**src/rtl/hilo_unit_if.sv**
```systemverilog
// EX-stage to HI/LO unit bundle: operation request, MFHI/MFLO read port and stall/status back.
interface hilo_unit_if #(parameter int WIDTH = 32);
    logic             Valid;
    logic [1:0]       HiOp;
    logic [1:0]       LoOp;
    logic             Signed;
    logic [WIDTH-1:0] A;
    logic [WIDTH-1:0] B;
    logic             ReadReq;
    logic             ReadHi;
    logic [WIDTH-1:0] ReadData;
    logic [WIDTH-1:0] HiOut;
    logic [WIDTH-1:0] LoOut;
    logic             Busy;
    logic             Stall;

    modport master (
        output Valid, HiOp, LoOp, Signed, A, B, ReadReq, ReadHi,
        input  ReadData, HiOut, LoOut, Busy, Stall
    );

    modport slave (
        input  Valid, HiOp, LoOp, Signed, A, B, ReadReq, ReadHi,
        output ReadData, HiOut, LoOut, Busy, Stall
    );
endinterface

```
**src/rtl/hilo_unit.sv**
```systemverilog
// HI/LO register file with iterative shift-add MULT/MULTU/MADD/MSUB; moves take 1 cycle, multiplies 33.
// Requests arriving while a multiply is in flight are ignored and Stall is raised until the unit is idle.
module hilo_unit #(
    parameter int WIDTH = 32
) (
    input  logic       Clk,
    input  logic       Rst,
    hilo_unit_if.slave bus
);
    localparam int CW = $clog2(WIDTH);

    typedef enum logic [1:0] {S_IDLE, S_MUL, S_DONE} state_t;
    typedef enum logic [1:0] {OP_MULT, OP_MADD, OP_MSUB} mop_t;

    state_t             state, state_nxt;
    mop_t               op, op_nxt;
    logic [WIDTH-1:0]   hi, lo;
    logic               busy;
    logic               neg;
    logic [WIDTH-1:0]   mplier;
    logic [2*WIDTH-1:0] mcand;
    logic [2*WIDTH-1:0] prod;
    logic [CW-1:0]      cnt;

    logic               is_mthi, is_mtlo, is_mult, is_madd, is_msub;
    logic               accept, start, sign;
    logic [WIDTH-1:0]   abs_a, abs_b;
    logic [2*WIDTH-1:0] prod_s, result;

    assign is_mult = ({bus.HiOp, bus.LoOp} == 4'b0000);
    assign is_mthi = ({bus.HiOp, bus.LoOp} == 4'b0011);
    assign is_mtlo = ({bus.HiOp, bus.LoOp} == 4'b1100);
    assign is_madd = ({bus.HiOp, bus.LoOp} == 4'b0101);
    assign is_msub = ({bus.HiOp, bus.LoOp} == 4'b1010);

    assign accept = bus.Valid && (state == S_IDLE);
    assign start  = accept && (is_mult || is_madd || is_msub);
    assign sign   = bus.Signed & (bus.A[WIDTH-1] ^ bus.B[WIDTH-1]);
    // An unsigned WIDTH-bit magnitude holds 2^(WIDTH-1) exactly, so the most negative operand needs no special case.
    assign abs_a  = (bus.Signed && bus.A[WIDTH-1]) ? -bus.A : bus.A;
    assign abs_b  = (bus.Signed && bus.B[WIDTH-1]) ? -bus.B : bus.B;
    assign op_nxt = is_madd ? OP_MADD : (is_msub ? OP_MSUB : OP_MULT);

    assign prod_s = neg ? -prod : prod;

    always_comb begin
        result = prod_s;
        case (op)
            OP_MADD: result = {hi, lo} + prod_s;
            OP_MSUB: result = {hi, lo} - prod_s;
            default: result = prod_s;
        endcase
    end

    always_comb begin
        state_nxt = state;
        case (state)
            S_IDLE:  if (start) state_nxt = S_MUL;
            S_MUL:   if (cnt == CW'(WIDTH - 1)) state_nxt = S_DONE;
            S_DONE:  state_nxt = S_IDLE;
            default: state_nxt = S_IDLE;
        endcase
    end

    always_ff @(posedge Clk or negedge Rst) begin
        if (!Rst) state <= S_IDLE;
        else      state <= state_nxt;
    end

    always_ff @(posedge Clk or negedge Rst) begin
        if (!Rst) begin
            hi     <= '0;
            lo     <= '0;
            busy   <= 1'b0;
            op     <= OP_MULT;
            neg    <= 1'b0;
            mplier <= '0;
            mcand  <= '0;
            prod   <= '0;
            cnt    <= '0;
        end else begin
            case (state)
                S_IDLE: begin
                    if (accept && is_mthi) hi <= bus.A;
                    if (accept && is_mtlo) lo <= bus.A;
                    if (start) begin
                        op     <= op_nxt;
                        neg    <= sign;
                        mplier <= abs_a;
                        mcand  <= {{WIDTH{1'b0}}, abs_b};
                        prod   <= '0;
                        cnt    <= '0;
                        busy   <= 1'b1;
                    end
                end
                S_MUL: begin
                    if (mplier[0]) prod <= prod + mcand;
                    mcand  <= mcand << 1;
                    mplier <= mplier >> 1;
                    cnt    <= cnt + CW'(1);
                end
                S_DONE: begin
                    {hi, lo} <= result;
                    busy     <= 1'b0;
                end
                default: ;
            endcase
        end
    end

    assign bus.ReadData = bus.ReadHi ? hi : lo;
    assign bus.HiOut    = hi;
    assign bus.LoOut    = lo;
    assign bus.Busy     = busy;
    assign bus.Stall    = busy & (bus.Valid | bus.ReadReq);
endmodule

```
**src/flat_wrapper.sv**
```systemverilog
// flat-port wrapper written by rule: the top's interface ports become plain ports
module hilo_unit_flat 
#(
    parameter int WIDTH = 32
)
  (Clk, Rst, bus_Valid, bus_HiOp, bus_LoOp, bus_Signed, bus_A, bus_B, bus_ReadReq, bus_ReadHi, bus_ReadData, bus_HiOut, bus_LoOut, bus_Busy, bus_Stall);
  hilo_unit_if #(.WIDTH(WIDTH)) bus_i ();
  input  logic Clk;
  input  logic Rst;
  input wire logic [$bits(bus_i.Valid)-1:0] bus_Valid;
  input wire logic [$bits(bus_i.HiOp)-1:0] bus_HiOp;
  input wire logic [$bits(bus_i.LoOp)-1:0] bus_LoOp;
  input wire logic [$bits(bus_i.Signed)-1:0] bus_Signed;
  input wire logic [$bits(bus_i.A)-1:0] bus_A;
  input wire logic [$bits(bus_i.B)-1:0] bus_B;
  input wire logic [$bits(bus_i.ReadReq)-1:0] bus_ReadReq;
  input wire logic [$bits(bus_i.ReadHi)-1:0] bus_ReadHi;
  output wire logic [$bits(bus_i.ReadData)-1:0] bus_ReadData;
  output wire logic [$bits(bus_i.HiOut)-1:0] bus_HiOut;
  output wire logic [$bits(bus_i.LoOut)-1:0] bus_LoOut;
  output wire logic [$bits(bus_i.Busy)-1:0] bus_Busy;
  output wire logic [$bits(bus_i.Stall)-1:0] bus_Stall;
  assign bus_i.Valid = bus_Valid;
  assign bus_i.HiOp = bus_HiOp;
  assign bus_i.LoOp = bus_LoOp;
  assign bus_i.Signed = bus_Signed;
  assign bus_i.A = bus_A;
  assign bus_i.B = bus_B;
  assign bus_i.ReadReq = bus_ReadReq;
  assign bus_i.ReadHi = bus_ReadHi;
  assign bus_ReadData = bus_i.ReadData;
  assign bus_HiOut = bus_i.HiOut;
  assign bus_LoOut = bus_i.LoOut;
  assign bus_Busy = bus_i.Busy;
  assign bus_Stall = bus_i.Stall;
  hilo_unit #(.WIDTH(WIDTH)) u_core (.Clk(Clk), .Rst(Rst), .bus(bus_i));
endmodule
```
**config.mk**
```make
export PLATFORM = sky130hd
export DESIGN_NAME = hilo_unit_flat
export DESIGN_NICKNAME = d
export VERILOG_FILES = /design/src/rtl/hilo_unit_if.sv /design/src/rtl/hilo_unit.sv /design/src/flat_wrapper.sv
export SDC_FILE = /design/constraint.sdc
export NUM_CORES = 1
export LEC_CHECK = 0
export CAP_MARGIN = 10
export CORE_AREA = 2 2 239 241
export DETAILED_ROUTE_END_ITERATION = 7
export DIE_AREA = 0 0 241 243
export PLACE_DENSITY = 0.59
export SYNTH_ARGS = -nofsm -noshare
export SYNTH_HDL_FRONTEND = slang
export SYNTH_SLANG_ARGS = --single-unit
```
**constraint.sdc**
```tcl
create_clock -name Clk -period 7.9 [get_ports Clk]
set_input_delay 1.58 -clock Clk [delete_from_list [all_inputs] [get_ports Clk]]
set_output_delay 1.58 -clock Clk [all_outputs]
set_load 0.03 [all_outputs]
```
==> impl.org, run 1 <==
** Place
- Detailed-placement wirelength estimate :: roughly 63,000 microns
- Placement Setup Slack :: 0.619 ns
- Port-buffer cells :: roughly 170
- Final Wtd Congestion :: between 0.9 and 1
- Cell area after placement :: about 0.024 sq mm

** Hold path
- Worst hold start :: u_core.mplier[14]
- Worst Hold Path Cells :: 2
- Kind of path behind the tightest hold check :: reg -> reg
- Endpoint of the worst hold path :: u_core.mplier[14]

** Timing
- Largest clock skew in the final design :: about 0.026 ns
- Headroom to the max-slew limit came out at 0.331.
- Setup repair after global routing left no endpoint under its margin.
- At the pin with the least slew margin, the transition time is between 1 and 1.5 ns.
- Achievable clock frequency :: 0.137 GHz
- Finish-stage setup viols :: 0
- Final hold violations :: 0
- Final critical-path setup slack :: 0.582 ns
- Number of pins with negative max-slew slack in the final report :: 0
- Across all hold checks on the routed design, the worst slack comes to a little over 0.5 ns.
- Minimum period implied by the final worst setup slack :: between 7 and 8 ns
- Adding up every negative setup slack in the final design gives 0 ns.
- Of the available clock period, the critical path in the final layout requires 0.926.

** CTS
- At the later pin of the worst-skew pair, clock insertion delay measures roughly 0.60 ns.
- Number of clock buffers inserted by TritonCTS :: 29
- CTS Buffer Depth :: 3
- The number of setup buffers added after CTS is 0.
- Resized Gates After CTS :: 0
- Clock slew at reported path FFs :: 0.06 ns
- Number of levels in the clock H-tree :: 1
- TritonCTS built the clock tree.
- The cell sitting at the root of the clock tree is a clkbuf_16.
- The clock net in this run drives a total of ~240 sinks.
- Hold-fix buffer count after cts :: 0

** Worst setup path
- Worst R2R Start :: u_core.prod[0]
- Worst setup slack for register-to-register paths :: ~0.58 ns
- Largest fanout of any net on the critical path :: 10
- For the worst setup path, the data required time is around 8.3 ns.
- STA puts the critical path data arrival time at around 7.8 ns.
- By startpoint and endpoint, the worst setup path is classified as reg -> reg.
- Counting cells, the worst reg-to-reg path comes to 28.
- Critical path startpoint category :: flip-flop
- Among all stages on the critical path, the largest delay is contributed by or4b_1.
- The worst setup path is captured at a flip-flop.
- Reg2reg end :: u_core.bus.HiOut[25]
- Maximum single-stage delay on the critical path :: around 0.67 ns

** Layout
- Number of nets in the layout :: about 3,000
- Count of filler cells inserted in the layout :: around 5,600
- Share of post-route cells with drive strength above 1 :: 0.0567
- Antenna Diode Count :: 0
- Layout-stage area growth over the synthesis result :: 14.9%
- Cell area after layout :: around 0.025 sq mm

** Synth
- For this run, the register share of the synthesized area comes to 0.266.
- For this run, the leading register cell type out of synthesis is dfrtp_1.
- In this run, synthesis inferred 0 flip-flops with an integrated enable.
- Instance count of the mapped netlist :: between 2,000 and 3,000
- Mean area per synthesized cell :: slightly above 8 sq um
- Flops & latches, synth :: roughly 240
- Yosys instantiated no cell more often than o21ai_0.
- The synthesized netlist contains 93 unique library cells.
- Synthesized net count :: about 3,000
- Of the post-synthesis cell area, the dominant cell type holds 0.266.
- Commonest cells in the netlist :: o21ai_0, nand2_1, dfrtp_1
- Async S/R FF share, synth :: 1.00
- By area the synthesized netlist is led by dfrtp_1, ha_1, o21ai_0.
- Netlist area before placement :: 0.0221 sq mm
- Summed over all instances, the cell type with the most area after synthesis is dfrtp_1.
- For this run, the number of Yosys warnings is 0.

** Global route
- The number of antenna violations at the first check in global routing came to 0.
- Across every metal layer, demand over resource in global routing totals 0.269.
- The first global-routing pass estimated 123,000 microns of wire.
- Summed over all layers, the global routing overflow is 0.
- Vias in the first global route :: around 20,000
- Entering global routing, the biggest net connects between 100 and 150 pins.

** Route
- Starting DRC count in detailed routing :: approximately 1,800
- The routed layout has between 20,000 and 25,000 vias.
- The first TritonRoute pass finished after 5 iterations.
- Detail-routed net length per standard cell :: about 23 microns
- After detailed routing, the number of vias per cell comes to ~6.
- The detail route stage leaves a number of antenna-violating nets equal to 0.
- Summed over all layers, the routed wires come to about 81,000 microns.
- Total DRC errors in the routed layout :: 0

** Floorplanning
- Core Region :: between 0.05 and 0.06 sq mm
- Die height :: 243 microns
- Pin placement for this block handled roughly 170 I/O pins.
- Num rows :: 87
- Initial core utilization :: 0.395
- Die width :: between 200 and 250 microns
- Total Die Area :: approximately 0.059 sq mm

** Power and ir drop
- Power Dens Cells :: 546 mW/mm^2
- In this run the static leakage power is roughly 11 nW.
- Switching part of the total power :: 0.536
- Across the VDD grid, the largest voltage drop is a little under 0.3 mV.
- Share of power burned in combinational logic :: 0.717
- Of the total power, the clock network draws 0.103.
- Switching pwr :: approximately 7.4 mW
- Of the total power, registers draw 0.180.
- Int Pwr :: roughly 6.4 mW

** Status
- Run status :: completed

** Run
- Max-Cap Viols :: 0
-- cell usage in the layout (no fill, tap or decap), types with 22 or more instances in the layout --
cell,netlist,final
a211oi_1,27,27
a21o_1,86,86
a21oi_1,197,197
a22oi_1,56,56
a31oi_1,42,42
and3_1,31,31
buf_4,1,28
clkbuf_16,0,29
clkdlybuf4s50_1,0,170
dfrtp_1,235,234
ha_1,132,131
inv_1,46,46
mux2_2,34,34
mux2i_1,63,63
nand2_1,271,270
nand2b_1,24,24
nand3_1,66,66
nand4_1,28,28
nor2_1,154,151
nor2b_1,26,24
nor3_1,41,39
nor4_1,23,23
o211ai_1,38,38
o21ai_0,303,303
o31ai_1,42,42
or3_1,23,23
or4_1,22,22
xnor2_1,123,123
xor2_1,170,170
-- metal layers --
metal / GRT usage / vias to the layer above / share of wire
met5: 0 / - / 0
li1: - / 10265 / -
met4: 0.122 / 0 / 0.049
met3: 0.0346 / 151 / 0.062
met2: 0.409 / 753 / 0.44
met1: 0.378 / 10427 / 0.45
-- metrics by stage --
stage	utilization	power [mW]	std cells
final	0.454	13.9	3562
after floorplan	-	9.46	2722
after global routing	0.454	14.9	3562
after detailed placement	0.436	12.2	3511
after CTS	0.454	13.7	3562
after global placement	0.436	12.2	3511
-- cell families after synthesis --
kind of cell,synth area share
muxes,0.0459
buffers and inverters,0.0372
and+or+nand+nor,0.176
AOI/OAI and AO/OA,0.280
DFF,0.266
xor gates and xnor gates,0.118
adders and majority gates,0.0765
-- power groups by stage --
stage               Sequential (mW)  Combinational [mW]  Clock [mW]
floorplan                      2.30                7.17           0
global placement               2.49                9.70           0
detailed placement             2.50                9.73           0
CTS                            2.48                9.77        1.45
global route                   2.56                10.9        1.51
finish                         2.50                9.94        1.43
-- critical path, delay by kind of cell, from the launching register on --
family | cells | cell delay (ns)
XOR/XNOR | 3 | 0.67
buffers and inverters | 2 | 0.33
AND/OR/NAND/NOR | 10 | 2.69
AO/OA/AOI/OAI | 11 | 2.39
adder cells (fa/ha/maj) | 2 | 0.61
flip-flops | 1 | 0.46
-- how the worst max path moves through the flow --
| stage | startpoint | end | slack, ns | cells after the start |
|---|---|---|---|---|
| after detailed placement | u_core.prod[0] | u_core.bus.HiOut[25] | 0.62 | 28 |
| after global placement | u_core.prod[0] | u_core.bus.HiOut[25] | 0.89 | 28 |
| final | u_core.prod[0] | u_core.bus.HiOut[25] | 0.58 | 28 |
| after CTS | u_core.prod[0] | u_core.bus.HiOut[25] | 0.57 | 28 |
| after global routing | u_core.prod[1] | u_core.bus.HiOut[25] | 0.02 | 28 |
| after floorplan | u_core.prod[0] | u_core.bus.HiOut[31] | 2.00 | 28 |
-- sequential cells by signal, indices dropped and copies added, names as in the netlist --
signal / flops
u_core.bus.Busy: 1
u_core.bus.HiOut: 32
u_core.bus.LoOut: 32
u_core.cnt: 5
u_core.mcand: 64
u_core.mplier: 32
u_core.neg: 1
u_core.op: 2
u_core.prod: 64
u_core.state: 2
-- area by class of cell --
cell class,instances,area [sq um],share of cell area
clock inverters,12,176,0.00695
inverters,46,173,0.00680
repair buffers,200,1950,0.0767
flip-flops and latches,235,5880,0.232
clock buffers,39,813,0.0320
well taps,756,946,0.0373
multi-input cells,2274,15400,0.609
No activity file was read; power rests on OpenSTA's default activity.
==> run 2, diff against run 1 <==
- GPL_ROUTABILITY_DRIVEN: default -> 0
==> run 2 against run 1 <==
Net effect:
- count of clock-buffer cells in the layout fell by 4
- largest power group unchanged
- fmax rose by 1.6%
- worst setup slack improved by 0.12 ns
==> impl.org, run 2 (synthesis results as in run 1) <==
** Status
- The flow ran to the end, and the final reports show no timing, DRC or antenna violations.

** Floorplanning
- The floorplan die width is 241 microns (unchanged).
- The floorplan die height was 243 microns (unchanged).
- The number of top-level design ports was 172 (unchanged).
- The floorplan die area came to 0.0586 sq mm (unchanged).
- The core region area was 0.0560 sq mm (unchanged).
- Initial core utilization :: 0.395 (unchanged)
- Num rows :: 87 (unchanged)

** Worst setup path
- Kind of critical path :: reg -> reg
- Maximum single-stage delay on the critical path :: 0.66 ns (about the same)
- The cell that appears most often on the critical path is a21oi_1.
- The largest fanout on the critical path is 10 (unchanged).
- CP arrival :: 7.64 ns (-0.11 ns)
- The data required time at the worst endpoint is 8.33 ns (about the same).
- Standard cell with the maximum stage delay on the critical path :: nor4b_2
- The worst setup path is captured at a flip-flop.
- STA classifies the critical path startpoint as a flip-flop.

** CTS
- The maximum clock insertion buffer count came to 3 (unchanged).
- Post-CTS setup repair buffer count :: 0 (unchanged)
- The clock slew seen by the registers of the worst setup and hold paths is 0.06 ns (about the same).
- The cell sitting at the root of the clock tree is a clkbuf_16.
- The TritonCTS sink count was 235 (unchanged).
- The total clock buffers created by CTS is 28 (-3.4%).
- CTS tree :: done
- Resized Gates After CTS :: 0 (unchanged)
- Clock latency at the later pin of the worst-skew pair :: 0.59 ns (about the same)
- Number of levels in the clock H-tree :: 1 (unchanged)
- Hold-fix buffer count after cts :: 0 (unchanged)

** Timing
- The post-route clock skew came to 0.0210 ns (-0.00499 ns).
- The aggregate negative setup slack came to 0 ns (unchanged).
- Post-route clock period utilization :: 0.912 (-0.0146)
- The actual transition at the worst max-transition pin is 0.901 ns (-0.102 ns).
- Minimum period implied by the final worst setup slack :: 7.20 ns (-0.115 ns)
- Finish-stage setup viols :: 0 (unchanged)
- The count of endpoints failing hold in the final timing report was 0 (unchanged).
- The worst relative slew slack is 0.399 (+0.0688).
- The peak clock frequency supported by timing is 0.139 GHz (+1.6%).
- Setup repair after global routing left no endpoint under its margin.
- The max-slew violation count was 0 (unchanged).

** Place
- The detailed-placement wirelength estimate came to 59,600 microns (-5.2%).
- Cell area after placement :: 0.0244 sq mm (about the same)
- Port-buffer cells :: 171 (unchanged)

** Hold path
- The path class of the tightest hold or removal check is reg -> reg.

** Power and ir drop
- Worst IR Drop VDD :: 0.198 mV (-31%)
- Power Dens Cells :: 537 mW/mm^2 (-1.7%)
- The leakage power figure is 10.5 nW (-0.28%).
- The post-route total power was 13.6 mW (-1.9%).

** Route
- Total DRC errors in the routed layout :: 0 (unchanged)
- The per-cell via count in the routed design is 6.02 (-0.65%).
- Overall routed net length :: 76,900 microns (-4.8%)
- Router iterations before antenna repair :: 6 (+1)
- The residual antenna-violating net count after detailed routing is 0 (unchanged).
- Detail-routed net length per standard cell :: 21.6 microns (-4.8%)
- The number of vias in the routed layout was 21,455 (-0.65%).
- The initial detailed-routing violation count was 1,771 (-1.0%).

** Layout
- Number of nets in the layout :: 2,992 (-0.067%)
- Multi-input logic area :: 0.0154 sq mm (about the same)
- Largest registers ranked by flip-flop count :: u_core.mcand x64, u_core.prod x64
- Count of filler cells inserted in the layout :: 5,448 (-2.6%)
- Storage cell area :: 0.00588 sq mm (unchanged)
- Cell area after layout :: 0.0253 sq mm (-0.21%)
- The library cell used most frequently in the layout, excluding fill and tap cells, is o21ai_0.
- Share of post-route cells with drive strength above 1 :: 0.0563 (-0.000336)
- Layout-stage area growth over the synthesis result :: 14.6%
- Leaving out fill and tap cells, the most frequent cells in the layout are o21ai_0, nand2_1, dfrtp_1.

** Global route
- The first-pass GRT wire length is 118,000 microns (-4.5%).
- The aggregate global routing overflow is 0 (unchanged).
- The largest net degree at the start of global routing came to 145 (+37%).
- The number of antenna violations at the first check in global routing is 1 (+1).
- Vias in the first global route :: 20,066 (+0.74%)
- Overall track demand over capacity in global routing :: 0.254 (-0.0152)

** Run
- The reported max-cap violation count was 0 (unchanged).
run 2: power by group:
part	internal [mW]	total, mW	switching [mW]
clock	0.779	1.34	0.565
sequential	1.66	2.49	0.834
combinational	3.93	9.76	5.84
total	6.37	13.6	7.23
run 2: critical path: cells and delay by family, from the launching register on:
kind                       cells  cell delay (ns)
and+or+nand+nor                8             2.51
AOI/OAI and AO/OA             13             2.63
buffers and inverters          1             0.15
xor gates and xnor gates       3             0.58
DFF                            1             0.46
adders and majority gates      2             0.72
run 2: routing by layer:
layer	vias to the layer above	GRT usage	routed length, microns
met1	10196	0.344	33500
met3	171	0.0349	5310
met5	-	0	12
met2	833	0.397	34000
li1	10253	-	-
met4	2	0.120	4100
run 2: worst paths after layout:
kind / slack (ns) / from / end / depth (start not counted)
max: 0.70 / u_core.prod[0] / u_core.bus.HiOut[31] / 27
max in group asynchronous: 5.50 / Rst / u_core.neg / 2
min reg2reg: 0.50 / u_core.cnt[3] / u_core.cnt[3] / 1
max reg2reg: 0.70 / u_core.prod[0] / u_core.bus.HiOut[31] / 27
min in group asynchronous: 1.02 / Rst / u_core.mcand[56] / 1
min: 0.50 / u_core.cnt[3] / u_core.cnt[3] / 1
run 2: cell type report:
cell class,count,area share
Clock buffer,35,0.0299
Antenna cell,1,0.0000988
Sequential cell,235,0.232
Clock inverter,16,0.00746
Inverter,46,0.00682
Tap cell,756,0.0373
Timing Repair Buffer,199,0.0766
Multi-Input combinational cell,2274,0.610
run 2: per-stage QoR:
stage          hold WS, ns  setup slack, ns  utilization  instances
6_report             0.499            0.698        0.453       3562
5_1_grt              0.526            0.166        0.453       3561
4_1_cts              0.496            0.836        0.453       3561
3_5_place_dp         0.483            0.867        0.436       3510
3_3_place_gp         0.476             1.11        0.436       3510
2_1_floorplan        0.449             2.00            -       2722
